File: src/rtl/adc_frame_packer.sv
// Deserialises NUM_CH framed serial ADC lanes, keeps the MSBs of each value field and
// streams one word per enabled channel on valid/ready, counting frames lost to overrun.
module adc_frame_packer #(
    parameter int NUM_CH      = 4,
    parameter int SAMPLE_BITS = 32,
    parameter int HDR_BITS    = 8,
    parameter int OUT_BITS    = 16,
    parameter int SYNC_STAGES = 2,
    parameter int CNT_W       = 16
) (
    input  logic                clk,
    input  logic                n_reset,
    output logic                adc_clk,
    output logic                adc_n_reset,
    input  logic                adc_n_drdy,
    input  logic                adc_dclk,
    input  logic [NUM_CH-1:0]   adc_dout,
    input  logic                acq_en,
    input  logic [NUM_CH-1:0]   ch_mask,
    output logic [OUT_BITS-1:0] out_data,
    output logic [2:0]          out_chan,
    output logic                out_last,
    output logic                out_valid,
    input  logic                out_ready,
    output logic [CNT_W-1:0]    drop_count,
    output logic                overrun,
    input  logic                clr_stats
);
    // Header bits simply fall off the top of a value-width shift register.
    localparam int VAL_W  = SAMPLE_BITS - HDR_BITS;
    localparam int BCNT_W = $clog2(SAMPLE_BITS + 1);
    localparam int CH_W   = (NUM_CH > 1) ? $clog2(NUM_CH) : 1;

    typedef enum logic [1:0] {CAP_IDLE = 2'd0, CAP_SHIFT = 2'd1, CAP_DONE = 2'd2} cap_state_t;
    typedef enum logic {EM_IDLE = 1'b0, EM_SEND = 1'b1} em_state_t;

    cap_state_t          cap_state_r;
    em_state_t           em_state_r;
    logic [1:0]          div_r;
    logic [SYNC_STAGES-1:0] dclk_sync_r;
    logic [SYNC_STAGES-1:0] drdy_sync_r;
    logic [NUM_CH-1:0]   dout_sync_r [SYNC_STAGES];
    logic                dclk_prev_r;
    logic                dclk_fall_r;
    logic [BCNT_W-1:0]   bit_cnt_r;
    logic [VAL_W-1:0]    sh_r [NUM_CH];
    logic [OUT_BITS-1:0] hold_r [NUM_CH];
    logic [NUM_CH-1:0]   rem_r;

    logic                done_s;
    logic                load_s;
    logic                drop_s;
    logic [CH_W-1:0]     load_idx_s;
    logic [NUM_CH-1:0]   load_rest_s;
    logic [NUM_CH-1:0]   nxt_rem_s;
    logic [CH_W-1:0]     nxt_idx_s;
    logic [NUM_CH-1:0]   nxt_rest_s;
    logic [OUT_BITS-1:0] load_word_s;

    function automatic logic [CH_W-1:0] lowest_idx(input logic [NUM_CH-1:0] m);
        logic [CH_W-1:0] idx;
        idx = '0;
        for (int i = NUM_CH - 1; i >= 0; i--) begin
            if (m[i]) idx = CH_W'(i);
            else      idx = idx;
        end
        return idx;
    endfunction

    function automatic logic [NUM_CH-1:0] clear_bit(input logic [NUM_CH-1:0] m, input logic [CH_W-1:0] idx);
        logic [NUM_CH-1:0] r;
        r      = m;
        r[idx] = 1'b0;
        return r;
    endfunction

    assign adc_clk = div_r[1];

    // MCLK divider and reset forwarding to the converter
    always_ff @(posedge clk) begin
        if (!n_reset) begin
            div_r       <= 2'd0;
            adc_n_reset <= 1'b0;
        end else begin
            div_r       <= div_r + 2'd1;
            adc_n_reset <= 1'b1;
        end
    end

    // Input synchronisers and registered DCLK falling-edge strobe
    always_ff @(posedge clk) begin
        if (!n_reset) begin
            dclk_sync_r <= '0;
            drdy_sync_r <= '0;
            for (int s = 0; s < SYNC_STAGES; s++) dout_sync_r[s] <= '0;
            dclk_prev_r <= 1'b0;
            dclk_fall_r <= 1'b0;
        end else begin
            dclk_sync_r[0] <= adc_dclk;
            drdy_sync_r[0] <= adc_n_drdy;
            dout_sync_r[0] <= adc_dout;
            for (int s = 1; s < SYNC_STAGES; s++) begin
                dclk_sync_r[s] <= dclk_sync_r[s-1];
                drdy_sync_r[s] <= drdy_sync_r[s-1];
                dout_sync_r[s] <= dout_sync_r[s-1];
            end
            dclk_prev_r <= dclk_sync_r[SYNC_STAGES-1];
            dclk_fall_r <= dclk_prev_r & ~dclk_sync_r[SYNC_STAGES-1];
        end
    end

    // Capture FSM: shifts one bit per lane on each DCLK fall
    always_ff @(posedge clk) begin
        if (!n_reset) begin
            cap_state_r <= CAP_IDLE;
            bit_cnt_r   <= '0;
            for (int c = 0; c < NUM_CH; c++) sh_r[c] <= '0;
        end else begin
            case (cap_state_r)
                CAP_IDLE: begin
                    if (dclk_fall_r && drdy_sync_r[SYNC_STAGES-1]) begin
                        for (int c = 0; c < NUM_CH; c++) sh_r[c] <= VAL_W'(dout_sync_r[SYNC_STAGES-1][c]);
                        bit_cnt_r   <= BCNT_W'(1);
                        cap_state_r <= CAP_SHIFT;
                    end
                end
                CAP_SHIFT: begin
                    if (dclk_fall_r) begin
                        for (int c = 0; c < NUM_CH; c++)
                            sh_r[c] <= (sh_r[c] << 1) | VAL_W'(dout_sync_r[SYNC_STAGES-1][c]);
                        bit_cnt_r <= bit_cnt_r + BCNT_W'(1);
                        if (bit_cnt_r == BCNT_W'(SAMPLE_BITS - 1)) cap_state_r <= CAP_DONE;
                    end
                end
                CAP_DONE: cap_state_r <= CAP_IDLE;
                default:  cap_state_r <= CAP_IDLE;
            endcase
        end
    end

    // Hand-off decision and next-channel selection
    always_comb begin
        done_s      = (cap_state_r == CAP_DONE) && acq_en && (ch_mask != '0);
        load_s      = done_s && (em_state_r == EM_IDLE);
        drop_s      = done_s && (em_state_r != EM_IDLE);
        load_idx_s  = lowest_idx(ch_mask);
        load_rest_s = clear_bit(ch_mask, load_idx_s);
        load_word_s = sh_r[load_idx_s][VAL_W-1 -: OUT_BITS];
        nxt_rem_s   = clear_bit(rem_r, lowest_idx(rem_r));
        nxt_idx_s   = lowest_idx(nxt_rem_s);
        nxt_rest_s  = clear_bit(nxt_rem_s, nxt_idx_s);
    end

    // Drop accounting; a clear in the same cycle as a drop wins
    always_ff @(posedge clk) begin
        if (!n_reset) begin
            drop_count <= '0;
            overrun    <= 1'b0;
        end else if (clr_stats) begin
            drop_count <= '0;
            overrun    <= 1'b0;
        end else if (drop_s) begin
            if (drop_count != {CNT_W{1'b1}}) drop_count <= drop_count + CNT_W'(1);
            overrun <= 1'b1;
        end
    end

    // Emit FSM: walks the buffered mask lowest channel first, no bubbles between words
    always_ff @(posedge clk) begin
        if (!n_reset) begin
            em_state_r <= EM_IDLE;
            out_valid  <= 1'b0;
            out_data   <= '0;
            out_chan   <= 3'd0;
            out_last   <= 1'b0;
            rem_r      <= '0;
            for (int c = 0; c < NUM_CH; c++) hold_r[c] <= '0;
        end else begin
            case (em_state_r)
                EM_IDLE: begin
                    if (load_s) begin
                        for (int c = 0; c < NUM_CH; c++) hold_r[c] <= sh_r[c][VAL_W-1 -: OUT_BITS];
                        rem_r      <= ch_mask;
                        out_data   <= load_word_s;
                        out_chan   <= 3'(load_idx_s);
                        out_last   <= (load_rest_s == '0);
                        out_valid  <= 1'b1;
                        em_state_r <= EM_SEND;
                    end
                end
                EM_SEND: begin
                    if (out_ready) begin
                        if (out_last) begin
                            out_valid  <= 1'b0;
                            em_state_r <= EM_IDLE;
                        end else begin
                            rem_r    <= nxt_rem_s;
                            out_data <= hold_r[nxt_idx_s];
                            out_chan <= 3'(nxt_idx_s);
                            out_last <= (nxt_rest_s == '0);
                        end
                    end
                end
                default: em_state_r <= EM_IDLE;
            endcase
        end
    end
endmodule

File: config.mk
export PLATFORM = sky130hd
export DESIGN_NAME = adc_frame_packer
export DESIGN_NICKNAME = d
export VERILOG_FILES = /design/src/rtl/adc_frame_packer.sv
export SDC_FILE = /design/constraint.sdc
export NUM_CORES = 1
export LEC_CHECK = 0
export BUFFER_PORTS_ARGS = -buffer_cell sky130_fd_sc_hd__buf_4
export CAP_MARGIN = 30
export CORE_MARGIN = 8
export CORE_UTILIZATION = 30
export CTS_CLUSTER_DIAMETER = 60
export DETAILED_ROUTE_END_ITERATION = 8
export MAX_ROUTING_LAYER = met4
export PLACE_DENSITY = 0.43
export SLEW_MARGIN = 15
export SYNTH_ARGS = -nofsm -noshare
export SYNTH_HDL_FRONTEND = slang
export SYNTH_SLANG_ARGS = --single-unit
export TNS_END_PERCENT = 1
File: constraint.sdc
create_clock -name clk -period 7 [get_ports clk]
set_input_delay 0.35 -clock clk [delete_from_list [all_inputs] [get_ports clk]]
set_output_delay 0.35 -clock clk [all_outputs]
set_load 0.01 [all_outputs]
## Word-level counts from Yosys, hierarchy flattened

Memories as Yosys holds them, arrays and structs flattened.
Cells that the tools add are included.

| word-level totals | value |
|---|---|
| register bits after elaboration | 60 |
| bits in writable memories | 168 |
| input port bits | 15 |
| memories | 3 |

| operators by class | value |
|---|---|
| add/sub/neg operators | 3 |
| magnitude comparators | 6 |
| equal/unequal tests | 11 |
| mux-type cells | 76 |
| bitwise gates (word level) | 28 |
| reduce and logical (&&, ||, !) cells | 20 |

Memories:

| memory | words | width | rd ports | clocked after memory_dff | wr ports | line | text |
|---|---|---|---|---|---|---|---|
| sh_r | 4 | 24 | 5 | 0 | 4 | 46 | `logic [VAL_W-1:0] sh_r [NUM_CH];` |
| hold_r | 4 | 16 | 1 | 0 | 4 | 47 | `logic [OUT_BITS-1:0] hold_r [NUM_CH];` |
| dout_sync_r | 2 | 4 | 2 | 0 | 2 | 42 | `logic [NUM_CH-1:0] dout_sync_r [SYNC_STAGES];` |

Operator list:

| cell | count |
|---|---|
| two-way mux 24 bit | 8 |
| two-way mux 16 bit | 7 |
| OR 24 x 1 -> 24 bit | 4 |
| one-hot mux 16 bit (2 select lines) | 1 |
| two-way mux 2 bit | 15 |
| two-way mux 1 bit | 25 |
| two-way mux 4 bit | 5 |
| adder 16 x 1 -> 16 bit (second input constant) | 1 |
| != test 16 bit (second input constant) | 1 |
| != test 2 bit (second input constant) | 7 |
| OR 1 bit | 14 |
| AND 4 bit | 3 |
| two-way mux 6 bit | 2 |
| inverter 4 bit | 3 |
| one-hot mux 6 bit (2 select lines) | 1 |
| AND reduction 3 bit | 4 |
| less-than comparator 2 x 3 -> 1 bit (second input constant) | 3 |
| two-way mux 3 bit | 3 |
| logical AND 1 bit | 8 |
| logical NOT 4 bit | 2 |
| one-hot mux 4 bit (2 select lines) | 1 |
| adder 6 x 1 -> 6 bit (second input constant) | 1 |
| demux 1 bit (select 2 bit) | 3 |
| == test 6 x 5 -> 1 bit (second input constant) | 1 |
| 14 further kinds | 21 |

## Longest topological paths before layout

| logic depth | value |
|---|---|
| word-level depth | 24 |
| depth in mapped cells | 7 |

## Worst setup path before layout

OpenSTA, ideal clock, no wires.

| timing path | value |
|---|---|
| kind | register -> register |
| from | register cap_state_r[0] |
| to | memory hold_r[0][0] (enable) |
| arrival | 5.133 ns |
| required time | 6.425 ns |
| path slack | 1.293 ns |
| stages on the path, launching flop included | 3 |
| path buffers | 0 |
| clock period less this slack | 5.707 ns |
| cell sequence | dfxtp_1 -> nand4bb_1 -> o21ai_0 |

RTL lines:

| what | line | text |
|---|---|---|
| start: declaration | 37 | `cap_state_t cap_state_r;` |
| start signal: assignment | 115 | `cap_state_r <= CAP_IDLE;` |
| start signal: assignment | 124 | `cap_state_r <= CAP_SHIFT;` |
| start signal: assignment | 132 | `if (bit_cnt_r == BCNT_W'(SAMPLE_BITS - 1)) cap_state_r <= CAP_DONE;` |
| end: declaration | 47 |  |

==> metrics.md <==
| Metric | Value |
|---|---|
| Status | finished clean |
| Post-DP Area | 10700 um2 |
| Clock Sink Count | 227 |
| Most area-hungry cell type in the Yosys netlist | edfxtp_1 |
| Fillcell total | 3263 |
| Hold Crit Depth | 2 |
| Core area | 32600 um2 |
| Post-CTS Setup Bufs | 0 |
| CP endpoint kind | register |
| Iter 0 DRT Violations | 602 |
| RR Endpoint | sh_r[3][23] |
| Clk buf depth | 3 |
| Top_reg_cell synth | edfxtp_1 |
| Synth top area share | 41.3% |
| Final Hold Fails | 0 |
| Gr ovfl total | 0 |
| Die Y | 198 um |
| Setup WS post-layout | 4140 ps |
| Clk_skew | 11.4 ps |
| Tot Pwr | 2.94 mW |
| Setup TNS | 0 ps |
| Hold_sp | adc_dout[3] |
| Largest stage delay, worst path | 760 ps |
| Max IR drop VDD | 0.000200 V |
| First-pass GRT wire length | 41600 um |
| Async SR Flop Fraction | 0% |
| # setup viols final | 0 |
| Crit path kind | register to register |
| Critical path cell sequence | nor2b_1 > and2_1 > nor2_1 > inv_1 > buf_8 |
| Synth Register Bits | 227 |
| Gr usage total | 13.9% |
| Slew @ Worst Pin | 899 ps |
| GPL Wtd Cong | 0.725 |
| Pre-CTS setup slack | 3890 ps |
| Slew headroom | 40.1% |
| Worst setup SP type | register |
| Crit Reg-Reg Startpoint | cap_state_r[0] |
| Routed vias/inst | 4.89 |
| Placed cell count | 1350 |
| Final nets | 961 |
| Post-Route WL | 27000 um |
| R2R setup slack | 4140 ps |
| Seq/Total Area, Yosys | 59.4% |
| RSZ-0062 raised after global routing | no |
| Post-DRT Antenna Nets | 0 |
| Vias in the first global route | 6775 |
| HP Class | input pin to register |
| Placed wire-length estimate | 17300 um |
| Most frequent cells in the layout | edfxtp_1 (137), nand2_1 (122), dfxtp_1 (89) |
| Multi-input logic area | 3730 um2 |
| CP required | 7230 ps |
| H-tree depth | 1 |
| Register Area | 5920 um2 |
| Post-route cell area | 11700 um2 |
| Final slew viol count | 0 |
| Non-Filler Instances | 1407 |
| Worst-Skew Late Latency | 530 ps |
| FF-to-FF path depth | 5 |
| Min Clock Period, post-route | 2860 ps |
| Leak | 4.29 nW |
| Layout area overhead | 17.3% |
| Synthesized cell area | 9960 um2 |
| F_max | 350 MHz |
| Initial antenna violation count | 0 |
| Crit share post-route | 40.8% |
| Max-Cap Viols | 0 |
| Synth unique cells | 60 |
| Share of cells above drive strength 1 | 13.2% |
| Die Area | 39300 um2 |
| Clock-pin slew on the worst setup and hold paths | 50 ps |
| Cells after synthesis | 915 |
| CTS Buf Count | 29 |
| CP max FO | 25 |
| Initial Util | 30.5% |
| CTS tree | built |
| EDFF count, synth | 137 |
| Post-CTS Resized | 0 |
| 1st-pass router iterations | 5 |
| Critical path data arrival time | 3090 ps |
| Syn_nets | 932 |
| Antenna Cells | 0 |
| CP max stage cell | and2_1 |
| Largest cells by area after synthesis | edfxtp_1 (41%), dfxtp_1 (18%), and2_1 (5.3%), and3_1 (5.3%), nand2_1 (4.6%) |
| Power Density | 251 nW/um2 |
| Die Wd | 198 um |
| End of the worst hold path | dout_sync_r[0][3] |
| Final core occ | 35.8% |
| DR vias | 6881 |
| Post-Route Hold Slack | 27.9 ps |
| Wire per inst | 19.2 um |
| FP Rows | 66 |
| # DRC | 0 |
| I/O Buffers | 53 |
| Synthesized area per cell | 10.9 um2 |
| Most common cell after layout, fill and taps aside | edfxtp_1 |
| Clk root buf | clkbuf_16 |
| Top Ports | 55 |
| Largest net degree at the start of global routing | 81 |
| Ys Warns | 0 |
critical path: cells and delay by family (launching register included):
kind / cells / cell delay (ps)
AND/OR/NAND/NOR: 3 / 1390
flip-flops: 1 / 450
buffers and inverters: 2 / 710
cell families after synthesis:
group,Yosys count,share of synthesized area [%]
DFF,227,59.4
other,1,0.0376
and+or+nand+nor,420,23.7
buffers and inverters,79,3.47
xor gates and xnor gates,17,1.49
muxes,11,1.16
AOI/OAI and AO/OA,156,10.3
adders and majority gates,4,0.452
power breakdown:
group,leakage [nW],internal (mW),switching (mW),total [mW]
clock network,0.424,0.825,0.552,1.38
registers,2.09,1.45,0.0205,1.47
logic,1.78,0.0276,0.0578,0.0854
total,4.29,2.31,0.630,2.94
area by class of cell:
type | instances | area share (%)
Multi-Input combinational cell | 609 | 31.9
Tap cell | 442 | 4.73
Clock buffer | 46 | 6.93
Clock inverter | 6 | 0.567
Sequential cell | 227 | 50.6
Timing Repair Buffer | 69 | 5.00
Inverter | 8 | 0.257
registers in the layout, summed over array words and instances, names as in the netlist, 2 cells and up:
name and count:
drop_count 16, drdy_sync_r 2, out_chan 2, bit_cnt_r 6, dclk_sync_r 2, sh_r 96
rem_r 4, dout_sync_r 8, div_r 2, hold_r 64, cap_state_r 2, out_data 16
synth_stat cells, types with 5 or more instances:
| cell | n |
|---|---|
| edfxtp_1 | 137 |
| nand2_1 | 122 |
| dfxtp_1 | 90 |
| and2_1 | 85 |
| and3_1 | 84 |
| clkbuf_1 | 48 |
| a21oi_1 | 47 |
| nor2_1 | 31 |
| o21ai_0 | 26 |
| nand3_1 | 19 |
| a221oi_1 | 16 |
| buf_2 | 15 |
| and4_1 | 13 |
| a32oi_1 | 12 |
| o21a_1 | 12 |
| o31ai_1 | 12 |
| xnor2_1 | 11 |
| nor2b_1 | 10 |
| nor3_1 | 9 |
| inv_1 | 8 |
| mux2i_1 | 7 |
| a211oi_1 | 6 |
| buf_4 | 6 |
| nand3b_1 | 6 |
| nor3b_1 | 6 |
| xor2_1 | 6 |
| nand2b_1 | 5 |
| nand4_1 | 5 |
per-layer routing:
layer	wire (um)	vias to the layer above	GRT usage, %
li1	-	3371	-
met3	973	45	1.90
met5	0	-	-
met2	11700	121	20.4
met4	596	0	3.37
met1	13700	3344	20.0
what timing repair did:
| item | 4_1_cts | 5_1_grt |
|---|---|---|
| setup endpoints to repair | 0 | 0 |
| endpoints found under the hold margin | 2 | 0 |
| hold buffers | 2 | 0 |
worst max path at each step:
stage / startpoint / endpoint / slack, ps
4_1_cts: cap_state_r[0] / sh_r[0][12] / 3920
3_5_place_dp: cap_state_r[0] / sh_r[3][17] / 3890
6_report: cap_state_r[0] / sh_r[3][23] / 4140
5_1_grt: cap_state_r[0] / sh_r[3][18] / 3900
3_3_place_gp: cap_state_r[0] / sh_r[1][1] / 4010
2_1_floorplan: cap_state_r[0] / hold_r[0][0] / 1290
Power figures use the tool's default switching activity.
